<file path="src/rtl/uart_rx_os16.sv">
// 16x oversampling UART receiver: runtime rate/parity select, mid-bit sampling,
// optional parity check and a single-entry ready/valid output register.
module uart_rx_os16 (
  input  logic       clk,
  input  logic       reset,
  input  logic       serial,
  input  logic [2:0] baudRate,
  input  logic [1:0] parity,
  input  logic       ready,
  output logic [7:0] data,
  output logic       valid,
  output logic       parityError,
  output logic       frameError,
  output logic       overrun,
  output logic       busy
);

  typedef enum logic [2:0] {
    S_IDLE,
    S_START,
    S_DATA,
    S_PARITY,
    S_STOP
  } state_t;

  state_t state_q, state_d;

  logic       sync1_q, sync2_q, sync3_q;
  logic [6:0] div_q, div_d;
  logic [3:0] cnt_q, cnt_d;
  logic [2:0] bit_q, bit_d;
  logic [7:0] shift_q, shift_d;
  logic [2:0] baud_q, baud_d;
  logic [1:0] par_q, par_d;
  logic       frm_perr_q, frm_perr_d;
  logic       frm_ferr_q, frm_ferr_d;
  logic       done_q, done_d;
  logic [7:0] data_q, data_d;
  logic       valid_q, valid_d;
  logic       perr_q, perr_d;
  logic       ferr_q, ferr_d;
  logic       ovr_q, ovr_d;

  logic [6:0] tick_mask;
  logic       tick, sample, start_edge, par_en;
  logic       shift_en, par_smp, stop_smp;

  assign start_edge = sync3_q & ~sync2_q;
  // Tick period is 2^(7-baud); the mask selects the low divider bits that wrap.
  assign tick_mask  = 7'h7F >> baud_q;
  assign tick       = (div_q & tick_mask) == tick_mask;
  assign sample     = tick && (cnt_q == 4'd7);
  assign par_en     = (par_q == 2'd1) || (par_q == 2'd2);

  always_ff @(posedge clk) begin
    if (!reset) begin
      state_q <= S_IDLE;
    end else begin
      state_q <= state_d;
    end
  end

  always_comb begin
    state_d = state_q;
    case (state_q)
      S_IDLE:   if (start_edge) state_d = S_START;
      S_START:  if (sample) state_d = sync2_q ? S_IDLE : S_DATA;
      S_DATA:   if (sample && (bit_q == 3'd7)) state_d = par_en ? S_PARITY : S_STOP;
      S_PARITY: if (sample) state_d = S_STOP;
      S_STOP:   if (sample) state_d = S_IDLE;
      default:  state_d = S_IDLE;
    endcase
  end

  always_comb begin
    busy     = 1'b1;
    shift_en = 1'b0;
    par_smp  = 1'b0;
    stop_smp = 1'b0;
    case (state_q)
      S_IDLE:   busy = 1'b0;
      S_DATA:   shift_en = sample;
      S_PARITY: par_smp = sample;
      S_STOP:   stop_smp = sample;
      default:  ;
    endcase
  end

  always_comb begin
    div_d      = div_q + 7'd1;
    cnt_d      = tick ? cnt_q + 4'd1 : cnt_q;
    bit_d      = bit_q;
    shift_d    = shift_q;
    baud_d     = baud_q;
    par_d      = par_q;
    frm_perr_d = frm_perr_q;
    frm_ferr_d = frm_ferr_q;
    done_d     = stop_smp;

    if ((state_q == S_IDLE) && start_edge) begin
      div_d      = 7'd0;
      cnt_d      = 4'd0;
      bit_d      = 3'd0;
      baud_d     = baudRate;
      par_d      = parity;
      frm_perr_d = 1'b0;
    end
    if (shift_en) begin
      shift_d = {sync2_q, shift_q[7:1]};
      bit_d   = bit_q + 3'd1;
    end
    // XOR of data and parity bit must be 1 for odd, 0 for even.
    if (par_smp) frm_perr_d = (^shift_q) ^ sync2_q ^ (par_q == 2'd1);
    if (stop_smp) frm_ferr_d = ~sync2_q;

    data_d  = data_q;
    valid_d = valid_q && !ready;
    perr_d  = perr_q;
    ferr_d  = ferr_q;
    ovr_d   = 1'b0;
    if (done_q) begin
      if (!valid_q || ready) begin
        data_d  = shift_q;
        perr_d  = frm_perr_q;
        ferr_d  = frm_ferr_q;
        valid_d = 1'b1;
      end else begin
        ovr_d = 1'b1;
      end
    end
  end

  always_ff @(posedge clk) begin
    if (!reset) begin
      sync1_q    <= 1'b1;
      sync2_q    <= 1'b1;
      sync3_q    <= 1'b1;
      div_q      <= 7'd0;
      cnt_q      <= 4'd0;
      bit_q      <= 3'd0;
      shift_q    <= 8'd0;
      baud_q     <= 3'd0;
      par_q      <= 2'd0;
      frm_perr_q <= 1'b0;
      frm_ferr_q <= 1'b0;
      done_q     <= 1'b0;
      data_q     <= 8'd0;
      valid_q    <= 1'b0;
      perr_q     <= 1'b0;
      ferr_q     <= 1'b0;
      ovr_q      <= 1'b0;
    end else begin
      sync1_q    <= serial;
      sync2_q    <= sync1_q;
      sync3_q    <= sync2_q;
      div_q      <= div_d;
      cnt_q      <= cnt_d;
      bit_q      <= bit_d;
      shift_q    <= shift_d;
      baud_q     <= baud_d;
      par_q      <= par_d;
      frm_perr_q <= frm_perr_d;
      frm_ferr_q <= frm_ferr_d;
      done_q     <= done_d;
      data_q     <= data_d;
      valid_q    <= valid_d;
      perr_q     <= perr_d;
      ferr_q     <= ferr_d;
      ovr_q      <= ovr_d;
    end
  end

  assign data        = data_q;
  assign valid       = valid_q;
  assign parityError = perr_q;
  assign frameError  = ferr_q;
  assign overrun     = ovr_q;

endmodule

</file>
<file path="config.mk">
export PLATFORM = sky130hd
export DESIGN_NAME = uart_rx_os16
export DESIGN_NICKNAME = d
export VERILOG_FILES = /design/src/rtl/uart_rx_os16.sv
export SDC_FILE = /design/constraint.sdc
export NUM_CORES = 1
export LEC_CHECK = 0
export BUFFER_PORTS_ARGS = -buffer_cell sky130_fd_sc_hd__buf_2
export CORE_ASPECT_RATIO = 2
export CORE_MARGIN = 5
export CORE_UTILIZATION = 45
export CTS_CLUSTER_DIAMETER = 80
export DETAILED_ROUTE_END_ITERATION = 8
export PLACE_DENSITY = 0.69
export SLEW_MARGIN = 25
export SYNTH_ARGS = -nofsm -noshare
export SYNTH_HDL_FRONTEND = slang
export SYNTH_SLANG_ARGS = --single-unit
</file>
<file path="constraint.sdc">
create_clock -name clk -period 2.2 [get_ports clk]
set_input_delay 0.11 -clock clk [delete_from_list [all_inputs] [get_ports clk]]
set_output_delay 0.11 -clock clk [all_outputs]
set_load 0.01 [all_outputs]
</file>
==> key figures <==
Run status
  • Status: finished clean

Synth
  • Yosys cell types: 35
  • Predominant post-synthesis flop cell: dfxtp_1
  • Syn Std Cell Area: 2090 um^2
  • Syn Nets: 236
  • Synth Register Bits: 48
  • Seq/Total Area, Yosys: 46.0%
  • Mean Syn Cell Area: 9.41 um^2
  • Post-synth EDFFs: 0
  • Post-synth ARST share: 0%
  • Post-Synthesis Cells: 222
  • Synthesis warning total: 0

Setup path
  • Arrival time worst endpoint: 1.96 ns
  • Delay-heaviest family, CP: compound AO/OA/AOI/OAI gates
  • Slowest-stage cell, CP: dfxtp_1
  • Required time worst endpoint: 2.43 ns
  • Crit Path Class: register to register
  • Crit path capture type: register
  • Crit Path Max Fanout: 8
  • Critical Path, Cell by Cell: o211ai_1 > a32oi_2 > buf_4 > nand3_4 > or3_1 > a21boi_1
  • Max incr delay on CP: 0.45 ns
  • R2R Path Start: div_q[0]
  • Startpoint types: register
  • Critical Path Source: div_q[0]
  • Buf/Inv on CP: 1

Hold path
  • Startpoint of the worst hold path: baudRate[0]
  • Hold Path Class: input pin to register

Global routing
  • First-pass GRT wire length: 6.86 mm
  • Total grt overflow: 0
  • Vias in the first global route: 1556
  • Initial antenna violation count: 0
  • Largest net degree at the start of global routing: 28
  • Total GRT Usage: 14.4%

Cells and area
  • Non-filler cells, final: 300
  • Multi-input gate area: 1070 um^2
  • Register area: 961 um^2
  • ANT cells: 0
  • Area grow syn2layout: 13.2%
  • End-of-flow core utilization: 51.9%
  • Share of layout cells above drive strength 1: 14.7%
  • NumNets Final: 258
  • Fillcell total: 463

Die
  • Row cnt: 35
  • Die Ht: 106 um
  • Core area: 4550 um^2
  • Initial Util: 45.9%
  • Die Width: 58.2 um
  • Die area: 6190 um^2
  • Ports: 22

Placed design
  • Setup WS pre-CTS: 0.467 ns
  • Placed Instances: 291
  • Post-DP HPWL: 2.98 mm
  • Buffers on Ports: 21
  • GP Congestion: 0.758

STA
  • Final Critical Period: 1.73 ns
  • Final Setup Violations: 0
  • PnR worst setup slack: 0.466 ns
  • RSZ-0062 raised after global routing: no
  • Fin crit share: 78.8%
  • Clk_skew: 0.00841 ns
  • Max Freq: 577 MHz
  • Final Hold Viols: 0
  • Worst slew pin tran: 0.625 ns
  • Fin Setup TNS: 0 ns
  • Slew margin rel.: 58.3%
  • Worst hold slack: 0.0616 ns
  • Final Max Tran Viols: 0

CTS
  • Num CTS Buffers: 5
  • Clock buffer depth: 2
  • CTS-repair resized insts: 0
  • Post-CTS Setup Bufs: 0
  • H-tree depth: 2
  • Clock Tree Root: clkbuf_8
  • Clk sinks: 48
  • Worst skew pair latency: 0.30 ns
  • Worst-path clk slew: 0.09 ns
  • CTS tree: yes

Power
  • Lkg Pwr: 0.00101 uW
  • Max VDD drop: 0.000454 V
  • P per Cell Area: 675 nW/um^2

Drt
  • DRC Markers: 0
  • Final WL: 3.90 mm
  • DRT Pass-1 Iters: 4
  • Drt via density: 5.11
  • Final ANT Viol Nets: 0
  • Via count: 1534
  • Wire per inst: 13.0 um
  • DRT iter0 DRCs: 16

Job
  • Max_cap viols: 0
-- layout make-up --
type	count	share of cell area, %
clock buffer	6	3.07
clock inverter	2	1.48
inverter	2	0.317
multi-input combinational	161	45.4
sequential	48	40.6
tap	55	2.91
timing repair buffer	26	6.14
-- routing by layer --
layer | vias to the layer above | routed length (um) | global-route usage (%)
li1 | 799 | - | -
met1 | 699 | 1450 | 13.5
met2 | 22 | 2160 | 26.8
met4 | 0 | 195 | 9.12
met3 | 14 | 94 | 2.79
met5 | - | 0 | 0
-- cells by family (layout without fill, tap and decap cells) --
kind of cell | Yosys count | in the layout | share of synthesized area, %
simple gates | 91 | 91 | 23.3
flops | 48 | 48 | 46.0
compound gates | 29 | 29 | 8.98
xor+xnor | 18 | 18 | 7.54
mux | 18 | 18 | 8.62
buf+inv | 13 | 36 | 2.58
fa+ha+maj | 5 | 5 | 2.99
-- path summary, 6_finish.rpt --
| check | slack [ns] | endpoint | cells past startpoint |
|---|---|---|---|
| setup / recovery | 0.47 | state_q[2] | 6 |
| hold reg to reg | 0.41 | sync2_q | 1 |
| setup reg to reg | 0.47 | state_q[2] | 6 |
| hold / removal | 0.06 | baud_q[0] | 3 |
-- through the flow --
step	power, uW	instance area (um^2)
after floorplan	967	2090
after global placement	991	2250
after detailed placement	993	2250
after CTS	1620	2360
after global routing	1670	2360
final	1600	2360
-- worst register-to-register path: stages (launching register included) --
cell and delay [ns]:
dfxtp_1 0.45, o211ai_1 0.15, a32oi_2 0.25, buf_4 0.17, nand3_4 0.11, or3_1 0.40, a21boi_1 0.14
-- sequential cells by signal (all words and copies together) (netlist names), 2 cells and up --
register  flops
bit_q         3
state_q       3
data          8
div_q         7
par_q         2
baud_q        3
cnt_q         4
shift_q       8
-- cell usage in the layout, fill, tap and decap left out, drive strengths merged, types with 6 or more instances in the layout --
cell type and instances:
clkbuf 6, nor2b 19, nor2 17, nand2b 6, nand3 16, buf 25
nand2 16, mux2i 18, o21ai 14, xnor2 11, dfxtp 48, xor2 7
-- what timing repair did --
action | in CTS | in global routing
endpoints found under the setup margin | 0 | 0
hold buffers | 1 | 0
endpoints found under the hold margin | 1 | 0
-- synthesized netlist by cell type, types with 2 or more instances --
| cell | instances | area [um^2] |
|---|---|---|
| nor3b_1 | 2 | 15.0 |
| nand2b_1 | 6 | 37.5 |
| o211ai_1 | 2 | 15.0 |
| o21a_1 | 2 | 15.0 |
| buf_2 | 4 | 20.0 |
| mux2i_1 | 18 | 180 |
| nand2_1 | 16 | 60.1 |
| nor2b_1 | 19 | 119 |
| dfxtp_1 | 48 | 961 |
| o21ai_0 | 14 | 70.1 |
| nor2_1 | 17 | 63.8 |
| clkbuf_1 | 7 | 26.3 |
| and3_1 | 4 | 25.0 |
| a21oi_1 | 3 | 15.0 |
| nand4_1 | 4 | 25.0 |
| inv_1 | 2 | 7.51 |
| xnor2_1 | 11 | 96.3 |
| or3_1 | 2 | 12.5 |
| ha_1 | 5 | 62.6 |
| nand3_1 | 15 | 75.1 |
| xor2_1 | 7 | 61.3 |
-- power by group --
part           internal (uW)  switching, uW
Clock                    337            286
Sequential               880           15.9
Combinational           35.7           41.0
(Power assumes the default switching activity.)
